===== config.mk =====
export PLATFORM = sky130hd
export DESIGN_NAME = regfile_sb
export DESIGN_NICKNAME = d
export VERILOG_FILES = /design/src/rtl/regfile_pkg.sv /design/src/rtl/rf_clear_seq.sv /design/src/rtl/regfile_sb.sv
export SDC_FILE = /design/constraint.sdc
export NUM_CORES = 2
export LEC_CHECK = 0
export ABC_AREA = 0
export BUFFER_PORTS_ARGS = -buffer_cell sky130_fd_sc_hd__buf_2
export CORE_ASPECT_RATIO = 0.8
export CORE_MARGIN = 3
export CORE_UTILIZATION = 44
export DETAILED_ROUTE_END_ITERATION = 10
export GPL_ROUTABILITY_DRIVEN = 0
export PLACE_DENSITY = 0.69
export SLEW_MARGIN = 10
export SYNTH_ARGS = -nofsm -noshare
export SYNTH_HDL_FRONTEND = slang
export SYNTH_SLANG_ARGS = --single-unit

===== constraint.sdc =====
create_clock -name clk -period 4.03 [get_ports clk]
set_input_delay 0.6045 -clock clk [delete_from_list [all_inputs] [get_ports clk]]
set_output_delay 0.6045 -clock clk [all_outputs]
set_load 0.03 [all_outputs]

===== src/rtl/regfile_pkg.sv =====
// Shared types and defaults for the pipelined-core register file.
//   rf_state_e : clear-sequencer states (CLEAR, RUN)
//   XLEN_DEF   : default data width
//   NREG_DEF   : default number of architectural registers
package regfile_pkg;

  typedef enum logic {
    CLEAR = 1'b0,
    RUN   = 1'b1
  } rf_state_e;

  localparam int XLEN_DEF = 32;
  localparam int NREG_DEF = 32;

endpackage


===== src/rtl/rf_clear_seq.sv =====
// Post-reset clear sequencer for the register file.
// Walks ptr from 0 to NREG-1, zeroing one entry per cycle, then enters RUN.
// Ports:
//   clk, rst   : clock, asynchronous active-high reset (restarts the sweep)
//   clr_we     : array write select, owns the write port while clearing
//   clr_addr   : entry being cleared
//   clr_data   : data written while clearing (always zero)
//   run        : file is in normal operation
//   ready      : registered "clear done" flag, identical to run
//
// state | meaning
// ------+----------------------------------------------------------
// CLEAR | zeroing RF[ptr] each cycle; reads, writes, issue blocked
// RUN   | normal operation; write port belongs to writeback
module rf_clear_seq
  import regfile_pkg::*;
#(
  parameter int XLEN = XLEN_DEF,
  parameter int NREG = NREG_DEF,
  localparam int AW  = $clog2(NREG)
) (
  input  logic            clk,
  input  logic            rst,
  output logic            clr_we,
  output logic [AW-1:0]   clr_addr,
  output logic [XLEN-1:0] clr_data,
  output logic            run,
  output logic            ready
);

  rf_state_e     state_q, state_d;
  logic [AW-1:0] ptr_q, ptr_d;

  always_ff @(posedge clk or posedge rst) begin
    if (rst) begin
      state_q <= CLEAR;
      ptr_q   <= '0;
    end else begin
      state_q <= state_d;
      ptr_q   <= ptr_d;
    end
  end

  always_comb begin
    state_d = state_q;
    ptr_d   = ptr_q;
    case (state_q)
      CLEAR: begin
        // Last entry is written on the same edge that moves to RUN,
        // giving exactly NREG cycles from release to ready.
        if (ptr_q == AW'(NREG - 1)) begin
          state_d = RUN;
          ptr_d   = '0;
        end else begin
          ptr_d = ptr_q + 1'b1;
        end
      end
      RUN: begin
        state_d = RUN;
      end
      default: begin
        state_d = CLEAR;
        ptr_d   = '0;
      end
    endcase
  end

  assign clr_we   = (state_q == CLEAR);
  assign clr_addr = ptr_q;
  assign clr_data = '0;
  assign run      = (state_q == RUN);
  assign ready    = run;

endmodule


===== src/rtl/regfile_sb.sv =====
// Integer register file with pending-write scoreboard for the pipelined core.
// Two combinational read ports, one synchronous write port, a debug read
// port, and a hardware clear sweep after reset (rf_clear_seq).
// Ports:
//   clk, rst            : clock, asynchronous active-high reset
//   rs1/rs2, rv1/rv2    : read addresses / data (x0 reads as zero)
//   rd, indata, we      : write port; we also clears pending[rd]
//   issue_valid/issue_rd: destination issued this cycle, sets pending
//   busy1/busy2         : pending[rs1] / pending[rs2]
//   ready               : clear sweep finished
//   dbg_addr/dbg_data   : raw array read, never masked or bypassed
// Build option:
//   RF_BYPASS_EN : same-cycle write-to-read forwarding on rv1/rv2, with busy
//                  suppressed for the forwarded register.
module regfile_sb
  import regfile_pkg::*;
#(
  parameter int XLEN = XLEN_DEF,
  parameter int NREG = NREG_DEF,
  localparam int AW  = $clog2(NREG)
) (
  input  logic            clk,
  input  logic            rst,
  input  logic [AW-1:0]   rs1,
  input  logic [AW-1:0]   rs2,
  output logic [XLEN-1:0] rv1,
  output logic [XLEN-1:0] rv2,
  input  logic [AW-1:0]   rd,
  input  logic [XLEN-1:0] indata,
  input  logic            we,
  input  logic            issue_valid,
  input  logic [AW-1:0]   issue_rd,
  output logic            busy1,
  output logic            busy2,
  output logic            ready,
  input  logic [AW-1:0]   dbg_addr,
  output logic [XLEN-1:0] dbg_data
);

  logic            clr_we;
  logic [AW-1:0]   clr_addr;
  logic [XLEN-1:0] clr_data;
  logic            run;

  logic [XLEN-1:0] rf_q [NREG];
  logic [XLEN-1:0] rf_d [NREG];
  logic [NREG-1:0] pending_q, pending_d;

  logic            wr_en;
  logic [AW-1:0]   wr_addr;
  logic [XLEN-1:0] wr_data;

  rf_clear_seq #(
    .XLEN (XLEN),
    .NREG (NREG)
  ) u_clear_seq (
    .clk      (clk),
    .rst      (rst),
    .clr_we   (clr_we),
    .clr_addr (clr_addr),
    .clr_data (clr_data),
    .run      (run),
    .ready    (ready)
  );

  // The sweep owns the write port while clearing; writeback is dropped.
  always_comb begin
    wr_en   = 1'b0;
    wr_addr = '0;
    wr_data = '0;
    if (clr_we) begin
      wr_en   = 1'b1;
      wr_addr = clr_addr;
      wr_data = clr_data;
    end else if (run && we && (rd != '0)) begin
      wr_en   = 1'b1;
      wr_addr = rd;
      wr_data = indata;
    end
  end

  always_comb begin
    rf_d = rf_q;
    if (wr_en) rf_d[wr_addr] = wr_data;
  end

  // No reset on the array: the clear sweep is the only initialiser.
  always_ff @(posedge clk) begin
    rf_q <= rf_d;
  end

  // Clear before set so a same-register issue and writeback leaves the bit
  // set: the newer producer is still in flight.
  always_comb begin
    pending_d = pending_q;
    if (run) begin
      if (we) pending_d[rd] = 1'b0;
      if (issue_valid && (issue_rd != '0)) pending_d[issue_rd] = 1'b1;
    end
    pending_d[0] = 1'b0;
  end

  always_ff @(posedge clk or posedge rst) begin
    if (rst) pending_q <= '0;
    else     pending_q <= pending_d;
  end

  always_comb begin
    rv1   = '0;
    rv2   = '0;
    busy1 = 1'b0;
    busy2 = 1'b0;
    if (run) begin
      if (rs1 != '0) rv1 = rf_q[rs1];
      if (rs2 != '0) rv2 = rf_q[rs2];
      busy1 = pending_q[rs1];
      busy2 = pending_q[rs2];
`ifdef RF_BYPASS_EN
      if (we && (rd != '0) && (rd == rs1)) begin
        rv1   = indata;
        busy1 = 1'b0;
      end
      if (we && (rd != '0) && (rd == rs2)) begin
        rv2   = indata;
        busy2 = 1'b0;
      end
`endif
    end
  end

  assign dbg_data = rf_q[dbg_addr];

endmodule


# After elaboration in Yosys (flattened, before gate mapping)
# Cells that the tools add are included.
dict set report classes {
  add_sub_neg 1
  order_cmp 11
  eq_ne 1
  n_mux 38
  bitwise_logic 8
  reduce_logical 10
}
# op count
set op_table {}
lappend op_table {{$bwmux W1024} 1}
lappend op_table {{$mux W32} 16}
lappend op_table {{$bmux W32 S5} 3}
lappend op_table {{$demux W32 S5} 1}
lappend op_table {{$and A32 B32 Y32} 1}
lappend op_table {{$not A32 Y32} 1}
lappend op_table {{$or A32 B32 Y32} 1}
lappend op_table {{$ge A6 B6 Y1 const B} 4}
lappend op_table {{$lt A5 B6 Y1 const B} 4}
lappend op_table {{$not A5 Y6} 4}
lappend op_table {{$reduce_bool A5 Y1} 4}
lappend op_table {{$mux W5} 3}
lappend op_table {{$bmux W1 S5} 2}
lappend op_table {{$demux W1 S5} 2}
lappend op_table {{$ge A5 B1 Y1 const B} 2}
lappend op_table {{$mux W1} 9}
lappend op_table {{$logic_and A1 B1 Y1} 6}
lappend op_table {{$lt A6 B1 Y1 const B} 1}
lappend op_table {{$add A5 B1 Y5 const B} 1}
lappend op_table {{$eq A5 B5 Y1 const B} 1}
lappend op_table {{$pmux W1 S2} 1}
lappend op_table {{$not A1 Y1} 1}
dict set report totals {
  regBits 1061
  input_bits 61
  out_inout_bits 99
}

# Logic depth before layout (Yosys ltp)
dict set report logic_depth {
  depth_word 10
  mapped_depth 9
  ltp_nobuf 6
}

# By module
# A second synthesis with hierarchy kept.
dict set report unflattened {
  hier_cells 3040
  area_unflattened_um2 58214.6
}
# module instances cells_per_inst area_each_um2 seq_area_each_um2
set modules_own_cells {}
lappend modules_own_cells {regfile_sb 1 2981 57670.3 31525.2}
lappend modules_own_cells {rf_clear_seq 1 59 544.3 150.1}

# Worst setup path after synthesis
# Ideal clock, no wire load.
dict set report synth_timing {
  path_type {input port to flip-flop}
  startpoint {input rd[4]}
  endpoint {register rf_q[100] (netlist name) (enable)}
  setup_ns 0.421
  arrival_ns 2.912
  required_time_ns 3.609
  setup_slack_ns 0.696
  cell_stages 6
  n_path_buf 1
  cell_sequence {clkbuf_1 > or3_1 > nor2_1 > o32ai_1 > nand2_1 > nor2_1}
}
dict set report synth_between {
  elab_chain_len 4
}
# item line
set synth_lines {}
lappend synth_lines {{from (decl)} regfile_sb.sv:28} ;# input logic [AW-1:0] rd,
lappend synth_lines {{$reduce_bool A5 Y1} regfile_sb.sv:75} ;# end else if (run && we && (rd != '0)) begin
lappend synth_lines {{$logic_and A1 B1 Y1} regfile_sb.sv:75}
lappend synth_lines {{$mux W1} regfile_sb.sv:75}
lappend synth_lines {{$mux W1} regfile_sb.sv:71} ;# if (clr_we) begin
lappend synth_lines {{to (signal assigned)} regfile_sb.sv:89} ;# rf_q <= rf_d;
lappend synth_lines {{to (decl)} regfile_sb.sv:45} ;# logic [XLEN-1:0] rf_q [NREG];
# No other way between the ends.
# A chain may end at the register's enable or synchronous reset.

# Worst setup path after layout
dict set report layout_timing {
  startpoint {register u_clear_seq.state_q, in the netlist u_clear_seq.ready}
  endpoint {output rv2[3]}
}
dict set report layout_between {
  elab_chain_len 1
}
# item line
set layout_lines {}
lappend layout_lines {{from (decl)} rf_clear_seq.sv:31} ;# rf_state_e state_q, state_d;
lappend layout_lines {{from (signal assigned)} rf_clear_seq.sv:39} ;# state_q <= state_d;
lappend layout_lines {{$mux W32} regfile_sb.sv:113} ;# if (run) begin
lappend layout_lines {{to (decl)} regfile_sb.sv:27} ;# output logic [XLEN-1:0] rv2,
# No other way between the ends.

==> results.toml <==
[critical_path]
critPathMaxFanout = 37
worstSetupEndpointType = "output port"
required_ns = 3.43
startpoint_type = "flip-flop"
cp.arrival_ns = 3.25
path_class = "flip-flop to output port"

[synthesis]
syn_area_per_cell_um2 = 19.9
ys_ff_latch = 1061
syn_area_um2 = 57500
async_reset_ff_share_pct = 3.49
synth-edff-count = 1024
synth.top_cells.by_count = "edfxtp_1 (1024), mux4_2 (838), mux2i_1 (241)"
ys_types = 47
synth_cells = 2894
synthFlopType = "edfxtp_1"
synth_nets = 2957
synth_top_area_share_pct = 53.5
synth_top_area_cell = "edfxtp_1"
ys_warn_count = 0
synth.most_common_cell = "edfxtp_1"
synth_area_leaders = "edfxtp_1 (54%), mux4_2 (33%), mux2i_1 (4.2%)"
seq_area_frac_synth_pct = 55.1

[sta]
grt_setup_unrepaired = "false"
setup_tns_ns = 0
period_needed_ns = 3.85
timing.final.setup_violations = 0
hold_violations = 0
final.period_utilization_pct = 95.6
whs_ns = 0.288
slew_headroom_pct = 19.0
report.final.slew_viol_count = 0
worst_pin_slew_ns = 1.21
fin_skew_ns = 0.0219
max_freq_ghz = 0.260

[global_route]
grt_pass1_wl_um = 265000
grt_pass1_vias = 35900
gr-total-overflow = 0
grt_max_degree = 70
antenna_found_initial = 6
grt_usage_pct = 27.5

[final_layout]
layout-drive-gt1-share_pct = 45.7
area_delta_synth_final_pct = 14.1
num-fill-cells = 10000
seq_area_um2 = 31700
multi_input_area_um2 = 24900
finalNetCount = 3175

[clocking]
clockRootBuffer = "clkbuf_16"
cts.sinks = 1061
clk_pin_slew_ns = 0.06
clock_latency_ns = 0.71
clock_path_buffers = 3
htree_num_levels = 3
post_cts_buffers = 0
cts_tree = "yes"
cts-buffers-inserted = 108

[drt]
first_pass_iters = 5
drt-wirelength-per-cell_um = 37.9
viasPerCell = 7.25
post-route-drc-count = 0
first_iter_violations = 5983
ant_nets = 0
totalWireLength_um = 187000
num_vias = 35700

[die]
coreArea_um2 = 128000
rows = 117
fp.dieW_um = 410
start_util_pct = 44.7
top_level_ports = 160
die_area_um2 = 135000
die_y_um = 329

[placement]
io_buffers = 159
dp_hpwl_um = 109000

[power]
p_int_w = 0.0194
combPwrFrac_pct = 11.4
p_leak_nw = 22.9
seq_power_share_pct = 47.8
switching_share_pct = 24.1
switchingPower_w = 0.00616
powerDensity_nw_per_um2 = 390
vdd_ir_drop_max_mv = 0.345
p_clk_share_pct = 40.8

[flow_run]
cap_violations = 0

[min_path]
min_path_type = "input port to flip-flop"

[outcome]
status = "complete, no violations"
[sequential cells by signal, indices dropped and copies added, names as in the netlist]
register,cells
u_clear_seq.ready,1
u_clear_seq.clr_addr,5
pending_q,31
rf_q,1024
[routing by layer]
metal	share of wire (%)	vias up	track usage (%)	wire length, um
met2	46	3045	42.1	86000
li1	-	13400	-	-
met3	13	516	7.89	24800
met1	36	18800	37.2	67000
met4	4.7	6	11.4	8840
met5	0.020	-	0	37
[worst paths after layout]
kind                                        startpoint                        end  slack, ns  cells after the start
setup / recovery           u_clear_seq.ready$_DFF_PP0_                     rv2[3]       0.18                      5
hold / removal                             issue_rd[2]  pending_q[30]$_DFFE_PP0P_       0.29                      3
setup reg to reg           u_clear_seq.ready$_DFF_PP0_        rf_q[118]$_DFFE_PP_       0.61                      6
hold reg to reg               pending_q[6]$_DFFE_PP0P_   pending_q[6]$_DFFE_PP0P_       0.54                      2
max in group asynchronous                          rst  pending_q[14]$_DFFE_PP0P_       3.15                      4
min in group asynchronous                          rst  pending_q[16]$_DFFE_PP0P_       0.54                      4
[final cells by class]
type / instances / share of cell area [%]
clock inverter: 69 / 1.21
sequential: 1061 / 48.3
inverter: 8 / 0.0458
tap: 1725 / 3.29
timing repair buffer: 368 / 4.87
antenna: 1 / 0.00382
clock buffer: 130 / 4.31
multi-input combinational: 1565 / 37.9
[placed cells by master, fill, tap and decap left out, types with 4 or more instances in the layout]
master,count
buf_2,149
buf_4,150
o221ai_1,49
clkinv_2,17
dfrtp_1,37
mux4_2,838
mux2i_1,241
clkinv_4,5
o22a_1,49
mux2_2,55
edfxtp_1,1024
nand2_1,53
clkbuf_16,110
nor2_4,33
inv_1,7
a21oi_1,5
bufinv_16,16
nand2b_1,7
clkinvlp_4,8
nor2_1,13
a211oi_1,7
nor3_1,4
o21ai_0,73
nor2b_1,12
clkinv_1,20
a31oi_1,5
nand3_1,12
buf_12,59
and2_1,37
clkbuf_1,20
a221o_1,12
buf_8,6
o22ai_1,15
[worst max-delay path, cell delays in order, from the launching register on]
cell and delay (ns):
dfrtp_1 0.36, buf_4 0.41, nand3_2 0.63, buf_12 0.42, o221ai_1 0.40, buf_2 0.28
[timing repair]
item | 4_1_cts | 5_1_grt
hold buffers | 1 | 0
setup endpoints to repair | 0 | 1
hold endpoints to repair | 37 | 0
resized for setup | 0 | 1
[logic make-up after synthesis]
logic type,Yosys count,share of synthesized area [%]
mux,1134,38.1
fa+ha+maj,2,0.0435
flops,1061,55.1
buf+inv,268,2.06
simple gates,196,1.67
compound gates,233,2.96
[power by group through the flow]
stage	Clock [W]	Combinational, W	Sequential (W)
2_1_floorplan	0	0.00188	0.0124
3_3_place_gp	0	0.00284	0.0124
3_5_place_dp	0	0.00289	0.0124
4_1_cts	0.0105	0.00290	0.0122
5_1_grt	0.0110	0.00304	0.0122
6_report	0.0104	0.00291	0.0122
[stage by stage]
| step | total power (W) | instances | area [um2] | util, % | setup slack, ns |
|---|---|---|---|---|---|
| global route | 0.0262 | 4927 | 65600 | 51.1 | 0.0949 |
| finish | 0.0255 | 4927 | 65600 | 51.1 | 0.177 |
| global placement | 0.0153 | 4726 | 61900 | 48.2 | 0.519 |
| CTS | 0.0256 | 4926 | 65500 | 51.1 | 0.137 |
| floorplan | 0.0143 | 2894 | 57500 | - | 0.696 |
| detailed placement | 0.0153 | 4726 | 61900 | 48.2 | 0.499 |
No activity file was read; power rests on OpenSTA's default activity.
